$ cat src/rtl/fp_types_pkg.sv
// Shared FP decode types: opcode/function constants, the decoded packet struct and
// the helper that says which FP source registers a packet actually reads.
package fp_types_pkg;

    localparam logic [2:0] FP_OP_NONE   = 3'd0;
    localparam logic [2:0] FP_OP_LOAD   = 3'd1;
    localparam logic [2:0] FP_OP_STORE  = 3'd2;
    localparam logic [2:0] FP_OP_FMADD  = 3'd3;
    localparam logic [2:0] FP_OP_FMSUB  = 3'd4;
    localparam logic [2:0] FP_OP_FNMSUB = 3'd5;
    localparam logic [2:0] FP_OP_FNMADD = 3'd6;
    localparam logic [2:0] FP_OP_OPFP   = 3'd7;

    localparam logic [4:0] FP_INSTR_FADD      = 5'd0;
    localparam logic [4:0] FP_INSTR_FSUB      = 5'd1;
    localparam logic [4:0] FP_INSTR_FMUL      = 5'd2;
    localparam logic [4:0] FP_INSTR_FDIV      = 5'd3;
    localparam logic [4:0] FP_INSTR_FSQRT     = 5'd4;
    localparam logic [4:0] FP_INSTR_FSGNJ     = 5'd5;
    localparam logic [4:0] FP_INSTR_FSGNJN    = 5'd6;
    localparam logic [4:0] FP_INSTR_FSGNJX    = 5'd7;
    localparam logic [4:0] FP_INSTR_FMIN      = 5'd8;
    localparam logic [4:0] FP_INSTR_FMAX      = 5'd9;
    localparam logic [4:0] FP_INSTR_FCVT_W_S  = 5'd10;
    localparam logic [4:0] FP_INSTR_FCVT_WU_S = 5'd11;
    localparam logic [4:0] FP_INSTR_FMV_X_W   = 5'd12;
    localparam logic [4:0] FP_INSTR_FEQ       = 5'd13;
    localparam logic [4:0] FP_INSTR_FLT       = 5'd14;
    localparam logic [4:0] FP_INSTR_FLE       = 5'd15;
    localparam logic [4:0] FP_INSTR_FCLASS    = 5'd16;
    localparam logic [4:0] FP_INSTR_FCVT_S_W  = 5'd17;
    localparam logic [4:0] FP_INSTR_FCVT_S_WU = 5'd18;
    localparam logic [4:0] FP_INSTR_FMV_W_X   = 5'd19;

    typedef struct packed {
        logic [2:0]  fp_op;
        logic [4:0]  func;
        logic [1:0]  fmt;
        logic [4:0]  rs1;
        logic [4:0]  rs2;
        logic [4:0]  rs3;
        logic [4:0]  rd;
        logic [11:0] offset;
        logic [2:0]  rm;
        logic        fp_read;
        logic        fp_write;
        logic        int_read;
        logic        int_write;
        logic        mem_read;
        logic        mem_write;
    } fp_dec_t;

    // Bit 0 = rs1, bit 1 = rs2, bit 2 = rs3 read from the FP register file.
    function automatic logic [2:0] fp_src_mask(input fp_dec_t pkt);
        logic [2:0] mask;
        mask = '0;
        case (pkt.fp_op)
            FP_OP_FMADD, FP_OP_FMSUB, FP_OP_FNMSUB, FP_OP_FNMADD: mask = 3'b111;
            FP_OP_STORE: mask = 3'b010;
            FP_OP_OPFP: begin
                mask[0] = !pkt.int_read;
                case (pkt.func)
                    FP_INSTR_FADD, FP_INSTR_FSUB, FP_INSTR_FMUL, FP_INSTR_FDIV,
                    FP_INSTR_FSGNJ, FP_INSTR_FSGNJN, FP_INSTR_FSGNJX,
                    FP_INSTR_FMIN, FP_INSTR_FMAX,
                    FP_INSTR_FEQ, FP_INSTR_FLT, FP_INSTR_FLE: mask[1] = 1'b1;
                    default: mask[1] = 1'b0;
                endcase
            end
            default: mask = '0;
        endcase
        return mask;
    endfunction

endpackage

$ cat src/rtl/fp_scoreboard.sv
// Busy bit per FP register plus a count of in-flight FP-writing ops.
// Set wins over clear on the same register; flush overrides everything.
module fp_scoreboard #(
    parameter int unsigned CNT_W = 4
) (
    input  logic             clk,
    input  logic             rst_n,
    input  logic             set_en,
    input  logic [4:0]       set_rd,
    input  logic             clr_en,
    input  logic [4:0]       clr_rd,
    input  logic             flush,
    output logic [31:0]      busy,
    output logic [CNT_W-1:0] inflight
);

    logic [31:0]      busy_q, busy_d;
    logic [CNT_W-1:0] inflight_q, inflight_d;
    logic             clr_ok;

    always_comb begin
        // Stray writebacks (register not pending) are dropped so the count never underflows.
        clr_ok     = clr_en && busy_q[clr_rd] && (inflight_q != '0);
        busy_d     = busy_q;
        inflight_d = inflight_q;
        if (clr_ok) begin
            busy_d[clr_rd] = 1'b0;
            inflight_d     = inflight_d - CNT_W'(1);
        end
        if (set_en) begin
            busy_d[set_rd] = 1'b1;
            inflight_d     = inflight_d + CNT_W'(1);
        end
        if (flush) begin
            busy_d     = '0;
            inflight_d = '0;
        end
    end

    always_ff @(posedge clk or negedge rst_n) begin
        if (!rst_n) begin
            busy_q     <= '0;
            inflight_q <= '0;
        end else begin
            busy_q     <= busy_d;
            inflight_q <= inflight_d;
        end
    end

    assign busy     = busy_q;
    assign inflight = inflight_q;

`ifndef SYNTHESIS
    wb_on_idle_reg: assert property (@(posedge clk) disable iff (!rst_n)
        (clr_en && !flush) |-> busy_q[clr_rd])
        else $error("writeback to FP register that is not pending");
`endif

endmodule

$ cat src/rtl/fp_issue_scoreboard.sv
// FP issue stage: holds one decoded packet and releases it once no RAW/WAW hazard
// or in-flight limit blocks it.
module fp_issue_scoreboard
    import fp_types_pkg::*;
#(
    parameter int unsigned MAX_INFLIGHT = 4,
    parameter int unsigned STALL_W      = 16
) (
    input  logic               clk,
    input  logic               rst_n,
    input  logic               dec_valid,
    output logic               dec_ready,
    input  fp_dec_t            dec_pkt,
    output logic               iss_valid,
    input  logic               iss_ready,
    output fp_dec_t            iss_pkt,
    input  logic               wb_valid,
    input  logic [4:0]         wb_rd,
    input  logic               flush,
    output logic [31:0]        busy_fp,
    output logic [STALL_W-1:0] stall_cycles
);

    localparam int unsigned CNT_W = 4;

    typedef enum logic {StEmpty, StHold} state_e;

    state_e             state_q, state_d;
    fp_dec_t            pkt_q, pkt_d;
    logic [STALL_W-1:0] stall_q, stall_d;
    logic               rdy_q;
    logic [CNT_W-1:0]   inflight;
    logic [2:0]         src_mask;
    logic               src_haz, hazard, issue, accept, hold;

    always_comb begin
        src_mask = fp_src_mask(pkt_q);
        src_haz  = (src_mask[0] && busy_fp[pkt_q.rs1]) ||
                   (src_mask[1] && busy_fp[pkt_q.rs2]) ||
                   (src_mask[2] && busy_fp[pkt_q.rs3]);
        hazard   = src_haz || (pkt_q.fp_write &&
                   (busy_fp[pkt_q.rd] || (inflight == CNT_W'(MAX_INFLIGHT))));
    end

    always_comb begin
        state_d   = state_q;
        pkt_d     = pkt_q;
        stall_d   = stall_q;
        hold      = (state_q == StHold);
        iss_valid = hold && !hazard && !flush;
        issue     = iss_valid && iss_ready;
        // rdy_q keeps dec_ready low through reset and the first edge after release.
        dec_ready = rdy_q && !flush && (!hold || issue);
        accept    = dec_valid && dec_ready;

        if (accept) begin
            state_d = StHold;
            pkt_d   = dec_pkt;
        end else if (issue) begin
            state_d = StEmpty;
        end
        if (flush) begin
            state_d = StEmpty;
        end

        if (hold && hazard && (stall_q != {STALL_W{1'b1}})) begin
            stall_d = stall_q + STALL_W'(1);
        end
    end

    always_ff @(posedge clk or negedge rst_n) begin
        if (!rst_n) begin
            state_q <= StEmpty;
            pkt_q   <= '0;
            stall_q <= '0;
            rdy_q   <= 1'b0;
        end else begin
            state_q <= state_d;
            pkt_q   <= pkt_d;
            stall_q <= stall_d;
            rdy_q   <= 1'b1;
        end
    end

    fp_scoreboard #(
        .CNT_W (CNT_W)
    ) u_scoreboard (
        .clk      (clk),
        .rst_n    (rst_n),
        .set_en   (issue && pkt_q.fp_write),
        .set_rd   (pkt_q.rd),
        .clr_en   (wb_valid),
        .clr_rd   (wb_rd),
        .flush    (flush),
        .busy     (busy_fp),
        .inflight (inflight)
    );

    assign iss_pkt      = pkt_q;
    assign stall_cycles = stall_q;

endmodule
$ cat config.mk
export PLATFORM = sky130hd
export DESIGN_NAME = fp_issue_scoreboard
export DESIGN_NICKNAME = d
export VERILOG_FILES = /design/src/rtl/fp_types_pkg.sv /design/src/rtl/fp_scoreboard.sv /design/src/rtl/fp_issue_scoreboard.sv
export SDC_FILE = /design/constraint.sdc
export NUM_CORES = 1
export LEC_CHECK = 0
export CORE_MARGIN = 2
export CORE_UTILIZATION = 53
export DETAILED_ROUTE_END_ITERATION = 6
export PLACE_DENSITY = 0.91
export SLEW_MARGIN = 20
export SYNTH_ARGS = -nofsm -noshare
export SYNTH_HDL_FRONTEND = slang
export SYNTH_HIERARCHICAL = 1
export SYNTH_SLANG_ARGS = --single-unit
export TNS_END_PERCENT = 5
$ cat constraint.sdc
create_clock -name clk -period 8.4 [get_ports clk]
set_clock_uncertainty 0.05 [all_clocks]
set_input_delay 1.68 -clock clk [delete_from_list [all_inputs] [get_ports clk]]
set_output_delay 1.68 -clock clk [all_outputs]
set_load 0.02 [all_outputs]
==> flow_summary.yaml <==
global_routing:
  grt_most_used_layer: "met2"
  groute.layer.met1.usage: 0.378
  total_global_routing_track_utilization: 0.295
  antenna_found_initial: 0
  use_met2: 0.491
  grt_max_degree: 70
  global_route.usage.met3: 0.0696
  vias_in_the_first_global_route: 5466
  grt_pass1_wl_mm: 29.2
  final_global_route_overflow_total: 0
clock_tree:
  ctsResizeCount: 0
  clock_pin_slew_of_the_registers_on_the_worst_case_setup_and_hold_paths_ns: 0.07
  tritoncts_clock_tree: "done"
  clkLatencyLatePin_ns: 0.35
  cts_htree_levels: 3
  cts.root.buffer_cell: "sky130_fd_sc_hd__clkbuf_16"
  hold_buffer_count_at_cts: 0
  clk_path_buf_depth: 2
  numCtsBuffers: 9
  clock_sink_count: 105
  cts.repair_timing.setup_buffer_count: 0
yosys:
  synthFlopType: "sky130_fd_sc_hd__dfrtp_1"
  yosys.area.top_type: "sky130_fd_sc_hd__dfrtp_1"
  biggest_area_contributors_in_the_synthesized_netlist: "sky130_fd_sc_hd__dfrtp_1 (42%), sky130_fd_sc_hd__mux2_4 (9.6%), sky130_fd_sc_hd__mux4_2 (9.3%), sky130_fd_sc_hd__mux2i_1 (5.4%), sky130_fd_sc_hd__o21ai_0 (2.9%)"
  yosysUniqueCellTypes: 61
  synth_enable_flop_cells: 0
  share_of_yosys_cell_area_claimed_by_the_top_area_cell_type: 0.418
  synth-seq-area-share: 0.418
  mappedNetlistNets: 596
  ys_async_sr_fraction: 1.00
  synth.ff_latch_count: 105
  postSynthAreaPerCell_um2: 11.8
  synth_cells: 531
  mappedNetlistArea_um2: 6280
  synth-warning-count: 6
setup_path:
  startpoint_type: "flip-flop"
  critPathTopFamily: "compound AO/OA/AOI/OAI gates"
  worstSetupStartpoint: "iss_pkt[27]$_DFFE_PN0P_"
  crit_path_top_delay_cell: "sky130_fd_sc_hd__dfrtp_1"
  critical_path_cell_count: 7
  critical_path_peak_fanout: 12
  rrSetupSlack_ns: 3.93
  worstSetupEndpoint: "dec_ready"
  slowest_delay_ns: 0.71
  worst-endpoint-required_ns: 6.67
  worstReg2RegStart: "iss_pkt[27]$_DFFE_PN0P_"
  cp-end-kind: "output port"
  critPathBufInv: 1
  cp_cell_sequence: "mux4_1 -> a221oi_1 -> o21ai_0 -> a32oi_1 -> a41oi_2 -> nor3b_1 -> clkdlybuf4s50_1"
  worst_r2r_path_depth: 8
  criticalPathCategory: "flip-flop to output port"
  arrival_worst_endpoint_ns: 3.69
  timing.rr.end: "iss_pkt[0]$_DFFE_PN0P_"
power:
  p_per_area_nw_per_um2: 199
  power.share.clock: 0.262
  share_comb_of_total_power: 0.308
  switchingPower_uw: 548
  leakagePower_nw: 3.30
  irDropWorstVdd_v: 0.000102
  cell_internal_pwr_mw: 1.10
  power_switching_share: 0.333
  seqPwrFrac: 0.430
layout:
  utilization: 0.717
  stdcell_count: 828
  antennaDiodeCount: 0
  synthToLayoutAreaGrowth_pct: 31.3
  layout_cell_share_with_drive_strength_beyond_1: 0.166
  num-nets-final: 745
sta:
  achievable-frequency_ghz: 0.185
  slew_headroom: 0.433
  min_period_over_period: 0.645
  finalHoldViolations: 0
  fin_setup_tns_ns: 0
  worst_slew_pin_slew_ns: 0.850
  final_max_slew_viol_count: 0
  setup_viol: 0
  rsz0062_at_grt: "false"
  period_minus_slack_ns: 5.42
routing:
  drt.antenna.violating_nets: 0
  route.detailed.wl_per_inst_um: 22.9
  initialDrtViolationCount: 780
  drt-total-wl_mm: 18.9
  detailedRoute.firstPassIterationCount: 7
  drc: 12
  via_per_inst: 6.59
  num_vias: 5457
die:
  core.rowCount: 39
  die_area_um2: 12700
  boundaryPins: 163
  start_util: 0.546
  die_boundary_height_um: 113
  core_area_um2: 11500
  die_w_um: 113
placement:
  port_buffers: 162
  placed_cells: 812
  routabilityCongestion: 0.929
  detailedPlacementHpwl_mm: 12.9
run:
  max-cap-violations: 0
run_status:
  run_status: "finished with violations"
  violations_in_the_final_reports: "design-rule violations"
min_path:
  hold_path_class: "flip-flop to flip-flop"
-- cell usage after synthesis, types with 8 or more instances --
cell type	instances
sky130_fd_sc_hd__mux2i_1	34
sky130_fd_sc_hd__mux2_4	40
sky130_fd_sc_hd__o21ai_0	36
sky130_fd_sc_hd__nand2_1	47
sky130_fd_sc_hd__mux4_2	26
sky130_fd_sc_hd__mux2_2	12
sky130_fd_sc_hd__dfrtp_1	105
sky130_fd_sc_hd__inv_1	13
sky130_fd_sc_hd__nor2_1	19
sky130_fd_sc_hd__xnor2_1	14
sky130_fd_sc_hd__clkbuf_1	8
sky130_fd_sc_hd__nor3_1	12
sky130_fd_sc_hd__nand3_1	18
sky130_fd_sc_hd__nand4_1	8
sky130_fd_sc_hd__a21oi_1	35
sky130_fd_sc_hd__nor3b_1	8
-- area by class of cell --
cell class / instances / area, um^2
inverters: 13 / 48.8
fillers: 792 / 3260
flip-flops and latches: 105 / 2630
multi-input cells: 386 / 3450
clock buffers: 10 / 229
clock inverters: 6 / 73.8
well taps: 143 / 179
repair buffers: 165 / 1640
-- worst reg2reg max path: stages (launching register included) --
cell                       delay [ns]
sky130_fd_sc_hd__dfrtp_1         0.71
sky130_fd_sc_hd__mux4_1          0.64
sky130_fd_sc_hd__a221oi_1        0.29
sky130_fd_sc_hd__o21ai_0         0.13
sky130_fd_sc_hd__a32oi_1         0.41
sky130_fd_sc_hd__a41oi_2         0.27
sky130_fd_sc_hd__nor3_4          0.71
sky130_fd_sc_hd__buf_4           0.70
sky130_fd_sc_hd__mux2_2          0.44
-- worst min-delay path by stage --
stage	start	to	slack [ns]	depth (start not counted)
after floorplan	rdy_q$_DFF_PN0_	hold$_DFFE_PN0P_	0.45	2
after global placement	stall_cycles[9]$_DFFE_PN0P_	stall_cycles[9]$_DFFE_PN0P_	0.42	1
after detailed placement	stall_cycles[7]$_DFFE_PN0P_	stall_cycles[7]$_DFFE_PN0P_	0.43	1
after CTS	stall_cycles[7]$_DFFE_PN0P_	stall_cycles[7]$_DFFE_PN0P_	0.44	1
after global routing	iss_pkt[6]$_DFFE_PN0P_	iss_pkt[6]$_DFFE_PN0P_	0.49	1
final	stall_cycles[7]$_DFFE_PN0P_	stall_cycles[7]$_DFFE_PN0P_	0.45	1
-- flip-flops by register name, indices dropped and copies added (netlist names) --
| register | count |
|---|---|
| stall_cycles | 16 |
| hold | 1 |
| u_scoreboard/busy | 32 |
| u_scoreboard/inflight | 4 |
| iss_pkt | 51 |
| rdy_q | 1 |
-- cell families after synthesis --
| kind of cell | Yosys count | share of synthesized area |
|---|---|---|
| and+or+nand+nor | 148 | 0.128 |
| muxes | 121 | 0.295 |
| DFF | 105 | 0.418 |
| AOI/OAI and AO/OA | 97 | 0.0942 |
| buffers and inverters | 40 | 0.0342 |
| xor gates and xnor gates | 16 | 0.0235 |
| adders and majority gates | 3 | 0.00597 |
| other | 1 | 0.000597 |
-- power by group through the flow --
stage               Clock [mW]  Combinational (mW)  Sequential, mW
finish                   0.432               0.506           0.708
global route             0.459               0.530           0.721
CTS                      0.435               0.506           0.704
detailed placement           0               0.502           0.711
global placement             0               0.490           0.703
floorplan                    0               0.243           0.732
-- through the flow --
step                      hold slack (ns)  worst slack, ns  instance area (um^2)  power, mW
after floorplan                     0.446             4.06                  6280      0.975
final                               0.445             2.98                  8250       1.65
after detailed placement            0.433             3.35                  7940       1.21
after global routing                0.491             2.81                  8250       1.71
after CTS                           0.443             3.04                  8240       1.65
after global placement              0.424             3.40                  7940       1.19
-- metal layers --
layer | up-vias | wire, um
li1 | 2287 | -
met1 | 2628 | 6830
met2 | 453 | 9210
met3 | 89 | 2190
met4 | 0 | 694
met5 | - | 0
-- cell usage in the layout, fill, tap and decap left out, drive strengths merged, types with 3 or more instances in the layout --
cell type / Yosys / final
clkdlybuf4s50: 0 / 161
o22ai: 3 / 3
a31oi: 4 / 4
a21oi: 35 / 35
inv: 13 / 16
nand3: 18 / 18
or3b: 4 / 4
ha: 3 / 3
clkbuf: 8 / 10
dfrtp: 105 / 105
nor3: 13 / 13
nor2: 19 / 19
nand4: 8 / 8
buf: 19 / 4
nand3b: 4 / 4
o21ai: 36 / 36
a211oi: 6 / 6
mux2: 55 / 55
o211ai: 3 / 3
and2b: 3 / 3
mux4: 32 / 32
nand2: 47 / 47
mux2i: 34 / 34
and3: 6 / 6
nor3b: 8 / 8
xnor2: 15 / 15
or3: 3 / 3
(Power assumes the default switching activity.)
